**src/rtl/ray_march_engine.sv**
```systemverilog
// ray_march_engine: fixed-step ray marcher over a flattened occupancy grid.
// Define RAY_ABORT_EN to add the ABORT input that cancels in-flight rays.
module ray_march_engine #(
  parameter int MAP_W      = 8,
  parameter int MAP_H      = 8,
  parameter int IDX_W      = 3,
  parameter int FRAC_BITS  = 14,
  parameter int DIR_W      = 16,
  parameter int STEP_SHIFT = 4,
  parameter int MAX_STEPS  = 255,
  parameter int DIST_W     = 8
) (
  input  logic                       CLK,
  input  logic                       RESET_N,
`ifdef RAY_ABORT_EN
  input  logic                       ABORT,
`endif
  input  logic                       IN_VALID,
  output logic                       IN_READY,
  input  logic [IDX_W+FRAC_BITS-1:0] POS_X,
  input  logic [IDX_W+FRAC_BITS-1:0] POS_Y,
  input  logic signed [DIR_W-1:0]    DIR_X,
  input  logic signed [DIR_W-1:0]    DIR_Y,
  input  logic [MAP_W*MAP_H-1:0]     MAP,
  output logic                       OUT_VALID,
  input  logic                       OUT_READY,
  output logic [DIST_W-1:0]          DIST,
  output logic                       HIT,
  output logic                       OOB,
  output logic                       SIDE,
  output logic [IDX_W-1:0]           HIT_COL,
  output logic [IDX_W-1:0]           HIT_ROW
);
  localparam int PW = IDX_W + FRAC_BITS + 2;
  localparam int MW = $clog2(MAP_W * MAP_H);
  localparam logic [1:0] IDLE = 2'd0, MARCH = 2'd1, DONE = 2'd2;
  logic [1:0] state;
  logic armed, abort, oob, wall, side, stop;
  logic signed [DIR_W-1:0] dx, dy;
  logic signed [PW-1:0] px, py, sx, sy, cx, cy, dxe, dye;
  logic [MAP_W*MAP_H-1:0] map_q;
  logic [DIST_W-1:0] cnt, cnt1, dist_q;
  logic hit_q, oob_q, side_q;
  logic [IDX_W-1:0] col_q, row_q, col, row;
  logic [IDX_W:0] fx, fy;
  logic [MW-1:0] bit_idx;
`ifdef RAY_ABORT_EN
  assign abort = ABORT;
`else
  assign abort = 1'b0;
`endif
  assign dxe = {{(PW-DIR_W){dx[DIR_W-1]}}, dx};
  assign dye = {{(PW-DIR_W){dy[DIR_W-1]}}, dy};
  assign cx = px + sx;
  assign cy = py + sy;
  assign fx = cx[PW-2:FRAC_BITS];
  assign fy = cy[PW-2:FRAC_BITS];
  assign col = cx[FRAC_BITS +: IDX_W];
  assign row = cy[FRAC_BITS +: IDX_W];
  assign bit_idx = MW'(row) * MW'(MAP_W) + MW'(col);
  assign oob = cx[PW-1] | cy[PW-1] | (fx >= (IDX_W+1)'(MAP_W)) | (fy >= (IDX_W+1)'(MAP_H));
  assign wall = !oob && map_q[bit_idx];
  // A changed x floor means the column boundary was crossed, including corners.
  assign side = px[PW-1:FRAC_BITS] == cx[PW-1:FRAC_BITS];
  assign cnt1 = cnt + 1'b1;
  assign stop = oob | wall | (cnt1 == DIST_W'(MAX_STEPS));
  assign IN_READY = RESET_N && state == IDLE;
  assign OUT_VALID = RESET_N && state == DONE;
  assign DIST = RESET_N ? dist_q : '0;
  assign HIT = RESET_N && hit_q;
  assign OOB = RESET_N && oob_q;
  assign SIDE = RESET_N && side_q;
  assign HIT_COL = RESET_N ? col_q : '0;
  assign HIT_ROW = RESET_N ? row_q : '0;
  always_ff @(posedge CLK) begin
    if (!RESET_N) begin
      state <= IDLE;
      armed <= 1'b0;
      cnt <= '0;
      dist_q <= '0;
      hit_q <= 1'b0;
      oob_q <= 1'b0;
      side_q <= 1'b0;
      col_q <= '0;
      row_q <= '0;
    end else if (abort && state != IDLE) begin
      state <= IDLE;
    end else if (state == IDLE && IN_VALID) begin
      px <= PW'(POS_X);
      py <= PW'(POS_Y);
      dx <= DIR_X;
      dy <= DIR_Y;
      map_q <= MAP;
      cnt <= '0;
      armed <= 1'b0;
      state <= MARCH;
    end else if (state == MARCH && !armed) begin
      // Setup cycle registers the per-axis step so the adder path stays short.
      sx <= dxe >>> STEP_SHIFT;
      sy <= dye >>> STEP_SHIFT;
      armed <= 1'b1;
    end else if (state == MARCH && stop) begin
      state <= DONE;
      dist_q <= cnt1;
      hit_q <= oob | wall;
      oob_q <= oob;
      side_q <= (oob | wall) & side;
      col_q <= wall ? col : '0;
      row_q <= wall ? row : '0;
    end else if (state == MARCH) begin
      px <= cx;
      py <= cy;
      cnt <= cnt1;
    end else if (state == DONE && OUT_READY) begin
      state <= IDLE;
    end
  end
endmodule

```
**config.mk**
```make
export PLATFORM = sky130hd
export DESIGN_NAME = ray_march_engine
export DESIGN_NICKNAME = d
export VERILOG_FILES = /design/src/rtl/ray_march_engine.sv
export SDC_FILE = /design/constraint.sdc
export NUM_CORES = 1
export LEC_CHECK = 0
export CELL_PAD_IN_SITES_DETAIL_PLACEMENT = 0
export CELL_PAD_IN_SITES_GLOBAL_PLACEMENT = 1
export CORE_AREA = 2 2 145 147
export DETAILED_ROUTE_END_ITERATION = 8
export DIE_AREA = 0 0 147 149
export GPL_ROUTABILITY_DRIVEN = 0
export PLACE_DENSITY_LB_ADDON = 0.05
export SYNTH_ARGS = -nofsm -noshare
export SYNTH_HDL_FRONTEND = slang
export SYNTH_SLANG_ARGS = --single-unit
```
**constraint.sdc**
```tcl
create_clock -name CLK -period 7.3 [get_ports CLK]
set_clock_uncertainty 0.05 [all_clocks]
set_input_delay 1.46 -clock CLK [delete_from_list [all_inputs] [get_ports CLK]]
set_output_delay 1.46 -clock CLK [all_outputs]
set_load 0.1 [all_outputs]
```
* Word level (Yosys, flattened, before mapping)
Cells that the tools add are included.
Operators by class: eq/ne operators 8, add/sub/neg operators 4, reduce and logical (&&, ||, !) cells 24, multiplexer cells 20, bitwise operators 10, order comparisons 3
Operator list (number):
- $mux W19 | 6
- $add A19 B12 Y19 | 2
- $mux W17 | 2
- $reduce_and A3 Y1 | 5
- $mux W3 | 4
- $logic_and A1 B1 Y1 | 10
- $add A8 B1 Y8 const B | 1
- $eq A8 B8 Y1 const B | 1
- $ge A4 B4 Y1 const B | 2
- $mux W8 | 1
- $lt A6 B7 Y1 const B | 1
- $add A6 B3 Y6 | 1
- $bmux W1 S6 | 1
- $mux W2 | 3
- $eq A5 B5 Y1 | 1
- $or A1 B1 Y1 | 5
- $ne A2 B2 Y1 const B | 2
- $not A1 Y1 | 4
- $reduce_and A4 Y1 | 1
- $reduce_bool A2 Y1 | 2
- $mux W1 | 3
- $ne A3 B2 Y1 const B | 1
- $reduce_bool A3 Y1 | 1
- $eq A2 B1 Y1 const B | 1
- other kinds (7) | 8
Word-level totals: register bits after elaboration 186, input port bits 134, logic and storage cells 88, output and inout port bits 19

* Depth between registers and ports, before layout
Gate-level depths: netlist (run 1).
word-level depth 12, mapped depth 16, mapped depth without buffers 13

* Worst setup path before layout (run 1)
No wires, ideal clock.
path type input-to-reg, start point input port RESET_N, end point register px[0], enable pin, path buffers 1, stages on the path 6, data required time 6856 ps, slack 176 ps, arrival time 6680 ps, library setup time 394 ps, cells stage by stage inv_1 > clkbuf_1 > nor3_1 > nand2_1 > inv_1 > a21o_1
On the way: cells in the longest elaborated chain, start to end 1
RTL lines:
- from (decl) | RTL line 14 | input logic RESET_N,
- $reduce_and A4 Y1 (no source line)
- to (signal assigned) | RTL line 89 | px <= PW'(POS_X);
- to (decl) | RTL line 40 | logic signed [PW-1:0] px, py, sx, sy, cx, cy, dxe, dye;
Every way passes these cells. A chain may end at the register's enable or synchronous reset.

* Worst setup path after layout (run 1)
start point register, netlist name sx[11], end point register px[10], enable pin
On the way: cells in the longest elaborated chain, start to end 11, elaborated cells between the ends (all ways) 15, classes of those cells add/sub (2); order compare (1); eq/ne (1); mux (2); bitwise (5); reduce/logical (4)
RTL lines:
- $add A19 B12 Y19 * | RTL line 54 | assign cx = px + sx;
- branches (longest 5 deep; another with $add A6 B3 Y6)
- $or A1 B1 Y1 * (2 in a row) | RTL line 66 | assign stop = oob | wall | (cnt1 == DIST_W'(MAX_STEPS));
- $logic_and A1 B1 Y1 * | RTL line 102 | end else if (state == MARCH && stop) begin
- $ne A2 B2 Y1 (no source line) *
- $reduce_and A4 Y1 (no source line) *
Every way passes the cells marked *. The select of a mux whose other input is x is not followed.

==> metrics.cfg, run 1 <==
[pwr]
power.density_nw_per_um2 = 237
p_sw_share_pct = 29.8
pwr-share-clk_pct = 32.3
pwr-share-comb_pct = 23.7
ir_drop_mv = 0.148
power.total_mw = 2.73
internal_power_mw = 1.92
seqPwrFrac_pct = 44.0
p_leak_nw = 4.20
switching_power_mw = 0.812

[global_route]
grt_max_degree = 72
grt_pass1_wl_mm = 35.0
antenna_found_initial = 0
grt_usage_pct = 20.2
grt_pass1_vias = 7052
grt-ovfl-total = 0

[clock_tree]
clockBufferDepth = 2
clk_pin_slew_worst_paths_ps = 70
cts_tree = built
cts_max_level = 4
cts_hold_buf = 0
cts_resized = 0
clock-sinks = 178
post_cts_buffers = 0
cts-buffers-inserted = 17
clkLatencyLatePin_ps = 430
clockRootBuffer = clkbuf_16

[drt]
wl_met2_mm = 10.7
wl_per_cell_um = 17.3
routed_via_density = 5.60
drt-total-wl_mm = 21.6
route.vias.total = 6995
drtIter0Drc = 388
drc = 0
top_layer_used = met4
firstDrtPassIters = 5
wl_met1_mm = 9.46
ant_nets = 0
wl_met3_um = 949

[floorplanning]
initial_utilization_pct = 45.1
die_width_um = 147
rows = 53
die_h_um = 149
die-area_um2 = 21900
ios = 153
core_um2 = 20600

[critical_path]
r2r_slack_ps = 1180
critPathMaxFanout = 38
critPathLaunchType = flop
critPathSlowestCell = a21o_1
critPathKind = flop to flop
r2r-end = px[10]$_DFFE_PP_
startpoint = sx[11]$_DFFE_PP_
end_kind = flop
critPathArrivalTime_ps = 6140
crit_path_frequent_cell = a21o_1
reg2reg_depth = 13
cp_data_required_time_ps = 7320
worstPathCellList = ha_1, and4_1, a21oi_1, a21o_1, nand3_2, and3_1, o31a_1, a32o_1, a222oi_1, o2111ai_2, nor3_2, a21o_1, buf_4
endpoint = px[10]$_DFFE_PP_
crit_path_max_incr_delay_ps = 620
rr_startpoint = sx[11]$_DFFE_PP_

[synthesis]
async_reset_ff_share_pct = 0
synth-seq-cells = 178
syn_avg_cell_area_um2 = 11.2
yosys_warnings = 0
synth_fp_nets = 1000
synth_edf_count = 150
synth_seq_area_share_pct = 54.7
syn_inst = 826
synth_area_um2 = 9260
synth_cell_type_count = 78
synth_ff_type = edfxtp_1

[placed_design]
portBuffers = 144
place_inst = 1218
dp_hpwl_mm = 15.3
pre_cts_ws_ps = 1270

[timing]
hold_viol = 0
postLayoutSetupSlackWorst_ps = 1180
drv_slew = 0
setup_tns_ps = 0
setup-violations-final = 0
relSlewSlack_pct = 33.5
fin_crit_sh_pct = 83.9
period_needed_ps = 6120
tightest_slew_ps = 995
rsz0062_at_grt = no
fmax_mhz = 163

[final_layout]
regArea_um2 = 5060
diodes = 0
areaGrowthSynthToFinish_pct = 24.6
nets = 1136
multi_input_area_um2 = 3960
finish.utilization_pct = 56.1
final-instance-count-excl-fill = 1250
num-fill-cells = 1795
drive_gt1_share_pct = 7.49

[run]
cap_violations = 0

[run_status]
status = finished clean

[hold_path]
min_path_type = flop to flop

power by group through the flow:
stage	clock, mW	combinational (mW)	sequential (mW)
5_1_grt	0.944	0.713	1.21
2_1_floorplan	0	0.444	1.22
4_1_cts	0.906	0.649	1.20
6_report	0.882	0.646	1.20
3_5_place_dp	0	0.646	1.22
3_3_place_gp	0	0.633	1.22
cell type report:
type / count / area share, %
multi-input cells: 586 / 34.3
clock buffers: 18 / 3.72
inverters: 25 / 0.824
well taps: 275 / 2.98
flip-flops and latches: 178 / 43.9
repair buffers: 154 / 13.1
clock inverters: 14 / 1.14
through the flow:
| step | hold slack [ps] | cell area, um2 |
|---|---|---|
| floorplan | 350 | 9260 |
| global placement | 351 | 11000 |
| detailed placement | 355 | 11000 |
| CTS | 371 | 11500 |
| global route | 377 | 11500 |
| finish | 368 | 11500 |
cell usage in the layout (no fill, tap or decap), types with 13 or more instances in the layout:
cell type,Yosys,final
inv_1,24,23
xor2_1,16,16
nand2_1,109,109
a21o_1,17,17
nand3_1,23,23
nor3_1,13,13
edfxtp_1,150,150
a211oi_1,13,13
clkdlybuf4s50_1,0,144
xnor2_1,25,25
clkbuf_16,0,17
ha_1,38,38
nor2_1,34,34
o21ai_0,49,49
a21oi_1,40,40
dfxtp_1,28,28
cell families after synthesis:
group	synth area share [%]
buffers and inverters	2.76
AO/OA/AOI/OAI	18.1
adder cells (fa/ha/maj)	5.57
multiplexers	2.46
AND/OR/NAND/NOR	12.3
XOR/XNOR	4.13
flip-flops	54.7
routing by layer:
layer  vias to the layer above  GRT usage [%]
li1                       3415              -
met1                      3363           25.8
met2                       184           34.5
met3                        33           4.01
met4                         0           7.12
met5                         -              0
synthesized netlist by cell type, types with 6 or more instances:
| master | n | area (um2) |
|---|---|---|
| edfxtp_1 | 150 | 4500 |
| nand2_1 | 109 | 409 |
| o21ai_0 | 49 | 245 |
| a21oi_1 | 40 | 200 |
| ha_1 | 38 | 475 |
| nor2_1 | 34 | 128 |
| dfxtp_1 | 28 | 561 |
| xnor2_1 | 25 | 219 |
| inv_1 | 24 | 90.1 |
| nand3_1 | 23 | 115 |
| a21o_1 | 17 | 128 |
| clkbuf_1 | 17 | 63.8 |
| xor2_1 | 16 | 140 |
| a211oi_1 | 13 | 97.6 |
| nor3_1 | 13 | 65.1 |
| and3_1 | 12 | 75.1 |
| mux2_2 | 12 | 135 |
| a22oi_1 | 11 | 82.6 |
| and2_1 | 11 | 68.8 |
| buf_2 | 11 | 55.1 |
| o21a_1 | 11 | 82.6 |
| nand4_1 | 9 | 56.3 |
| o22ai_1 | 9 | 56.3 |
| a22o_1 | 7 | 61.3 |
| mux2i_1 | 7 | 70.1 |
| o31ai_1 | 7 | 52.6 |
| a31oi_1 | 6 | 37.5 |
| buf_1 | 6 | 22.5 |
| nand2b_1 | 6 | 37.5 |
| nor4_1 | 6 | 37.5 |
| o2111ai_1 | 6 | 52.6 |
| o211ai_1 | 6 | 45.0 |
| or3_1 | 6 | 37.5 |
worst min path at each step:
stage                                 from              end  slack [ps]  cells past startpoint
after floorplan            dx[4]$_DFFE_PP_  sx[0]$_DFFE_PP_         350                      0
after global placement    dx[11]$_DFFE_PP_  sx[7]$_DFFE_PP_         350                      0
after detailed placement   dy[5]$_DFFE_PP_  sy[1]$_DFFE_PP_         350                      0
after CTS                  dy[5]$_DFFE_PP_  sy[1]$_DFFE_PP_         370                      0
after global routing      dy[13]$_DFFE_PP_  sy[9]$_DFFE_PP_         380                      0
final                      dy[5]$_DFFE_PP_  sy[1]$_DFFE_PP_         370                      0
flip-flops by register name, summed over array words and instances (netlist names):
| name | count |
|---|---|
| state | 2 |
| dy | 12 |
| cnt | 8 |
| dx | 12 |
| sy | 12 |
| dist_q | 8 |
| row_q | 3 |
| map_q | 64 |
| col_q | 3 |
| py | 19 |
| armed | 1 |
| side_q | 1 |
| oob_q | 1 |
| px | 19 |
| sx | 12 |
| hit_q | 1 |
worst max-delay path: cells and delay by family (launching register included):
| family | cells | cell delay (ps) |
|---|---|---|
| compound gates | 7 | 2670 |
| fa+ha+maj | 1 | 430 |
| buf+inv | 1 | 460 |
| flops | 1 | 560 |
| simple gates | 4 | 1550 |
Power figures use the tool's default switching activity.
==> run 2, diff against run 1 <==
--- a/config.mk
+++ b/config.mk
@@ -7,9 +7,9 @@
 export LEC_CHECK = 0
 export CELL_PAD_IN_SITES_DETAIL_PLACEMENT = 0
 export CELL_PAD_IN_SITES_GLOBAL_PLACEMENT = 1
-export CORE_AREA = 2 2 145 147
+export CORE_AREA = 2 2 160 162
 export DETAILED_ROUTE_END_ITERATION = 8
-export DIE_AREA = 0 0 147 149
+export DIE_AREA = 0 0 162 164
 export GPL_ROUTABILITY_DRIVEN = 0
 export PLACE_DENSITY_LB_ADDON = 0.05
 export SYNTH_ARGS = -nofsm -noshare
==> constraint.sdc (replaced) <==
create_clock -name CLK -period 5.4 [get_ports CLK]
set_clock_uncertainty 0.05 [all_clocks]
set_input_delay 1.08 -clock CLK [delete_from_list [all_inputs] [get_ports CLK]]
set_output_delay 1.08 -clock CLK [all_outputs]
set_load 0.1 [all_outputs]
==> run 2 against run 1 <==
Net effect: wire length rose by 5.7%; sequential cell count did not move; die area rose by 21%; largest cell class unchanged.
==> metrics.cfg, run 2 (same netlist as run 1, synthesis figures left out) <==
[critical_path]
critPathMaxFanout = 12
critPathLaunchType = flop
cp_data_required_time_ps = 5670
critPathArrivalTime_ps = 5260
end_kind = flop
reg2reg_depth = 13
critPathKind = flop to flop

[final_layout]
regMostFlops = map_q
largest_reg_flops = 64
layout_common_cells = edfxtp_1, clkdlybuf4s50_1, nand2_1
final_common_cell = edfxtp_1
areaGrowthSynthToFinish_pct = 26.6
diodes = 0
nets = 1153
num-fill-cells = 2333
finish.utilization_pct = 47.2
drive_gt1_share_pct = 11.1
final-instance-count-excl-fill = 1321
top_regs = map_q: 64 flops, px: 19 flops, py: 19 flops

[placed_design]
place_inst = 1290
dp_hpwl_mm = 16.5
portBuffers = 144
pre_cts_ws_ps = 480

[hold_path]
min_path_cells = 0
min_path_type = flop to flop

[drt]
drtIter0Drc = 441
drt-total-wl_mm = 22.8
drc = 0
firstDrtPassIters = 5
ant_nets = 0
route.vias.total = 6905
wl_per_cell_um = 17.3
routed_via_density = 5.23

[clock_tree]
cts_max_level = 4
clkLatencyLatePin_ps = 440
cts_hold_buf = 0
cts_resized = 0
post_cts_buffers = 0
clockRootBuffer = clkbuf_16
clock-sinks = 178
clockBufferDepth = 2
clk_pin_slew_worst_paths_ps = 70
cts_tree = built
cts-buffers-inserted = 17

[pwr]
power.density_nw_per_um2 = 323
ir_drop_mv = 0.180
p_leak_nw = 4.34

[floorplanning]
initial_utilization_pct = 37.3
die_h_um = 164
ios = 153
core_um2 = 24800
die_width_um = 162
die-area_um2 = 26600
rows = 58

[global_route]
grt-ovfl-total = 0
grt_max_degree = 65
antenna_found_initial = 0
grt_pass1_vias = 7106
grt_pass1_wl_mm = 36.3
grt_usage_pct = 17.4

[run_status]
status = finished clean

[timing]
rsz0062_at_grt = no
tightest_slew_ps = 783
setup_tns_ps = 0
period_needed_ps = 4990
drv_slew = 0
setup-violations-final = 0
fin_crit_sh_pct = 92.4
holdWs_ps = 363
relSlewSlack_pct = 47.8
postLayoutSetupSlackWorst_ps = 411
hold_viol = 0
fmax_mhz = 200

[run]
cap_violations = 0

run 2: cell types whose count changed in the layout (fill, tap and decap cells not counted), moves of 2 or more:
cell and change:
inv_6 +2, buf_4 +35, clkdlybuf4s50_1 -19, clkinv_4 -3
run 2: routing by layer:
metal | routed length (um) | part of all wire [%] | vias up | track usage, %
met5 | 0 | 0 | - | 0
met4 | 249 | 1.1 | 0 | 4.22
met3 | 797 | 3.5 | 19 | 3.48
met2 | 11100 | 49 | 142 | 30.2
met1 | 10600 | 47 | 3305 | 22.4
li1 | - | - | 3439 | -
run 2: path summary, 6_finish.rpt:
check                   start                      to  slack (ps)
max reg2reg  sx[11]$_DFFE_PP_  dist_q[1]$_SDFFE_PN0P_         410
max          sx[11]$_DFFE_PP_  dist_q[1]$_SDFFE_PN0P_         410
min           dy[4]$_DFFE_PP_         sy[0]$_DFFE_PP_         360
min reg2reg   dy[4]$_DFFE_PP_         sy[0]$_DFFE_PP_         360
run 2: through the flow:
| stage | instance area, um2 | total power [mW] |
|---|---|---|
| floorplan | 9270 | 2.25 |
| global placement | 11100 | 2.56 |
| detailed placement | 11100 | 2.57 |
| CTS | 11700 | 3.83 |
| global route | 11700 | 3.97 |
| finish | 11700 | 3.79 |
run 2: power breakdown:
group | switching [mW] | total (mW) | internal (mW)
sequential | 0.0304 | 1.62 | 1.59
clock | 0.563 | 1.25 | 0.688
combinational | 0.527 | 0.913 | 0.386
total | 1.12 | 3.79 | 2.67
run 2: critical path, stage by stage, from the launching register on:
cell and delay, ps:
edfxtp_1 580, ha_1 450, and4_1 210, a21oi_1 280
o211ai_2 210, mux2i_2 640, buf_4 300, a21bo_2 230
a2111oi_0 540, o21ai_0 280, o2111a_1 270, a21oi_2 300
buf_4 210, mux2_1 330
run 2: cell type report:
class                      count  area (um2)  share of cell area [%]
tap                          330         413                    3.52
timing repair buffer         171        1610                    13.7
inverter                      25        97.6                   0.832
multi-input combinational    586        3960                    33.8
sequential                   178        5060                    43.2
clock buffer                  17         425                    3.63
clock inverter                14         154                    1.31
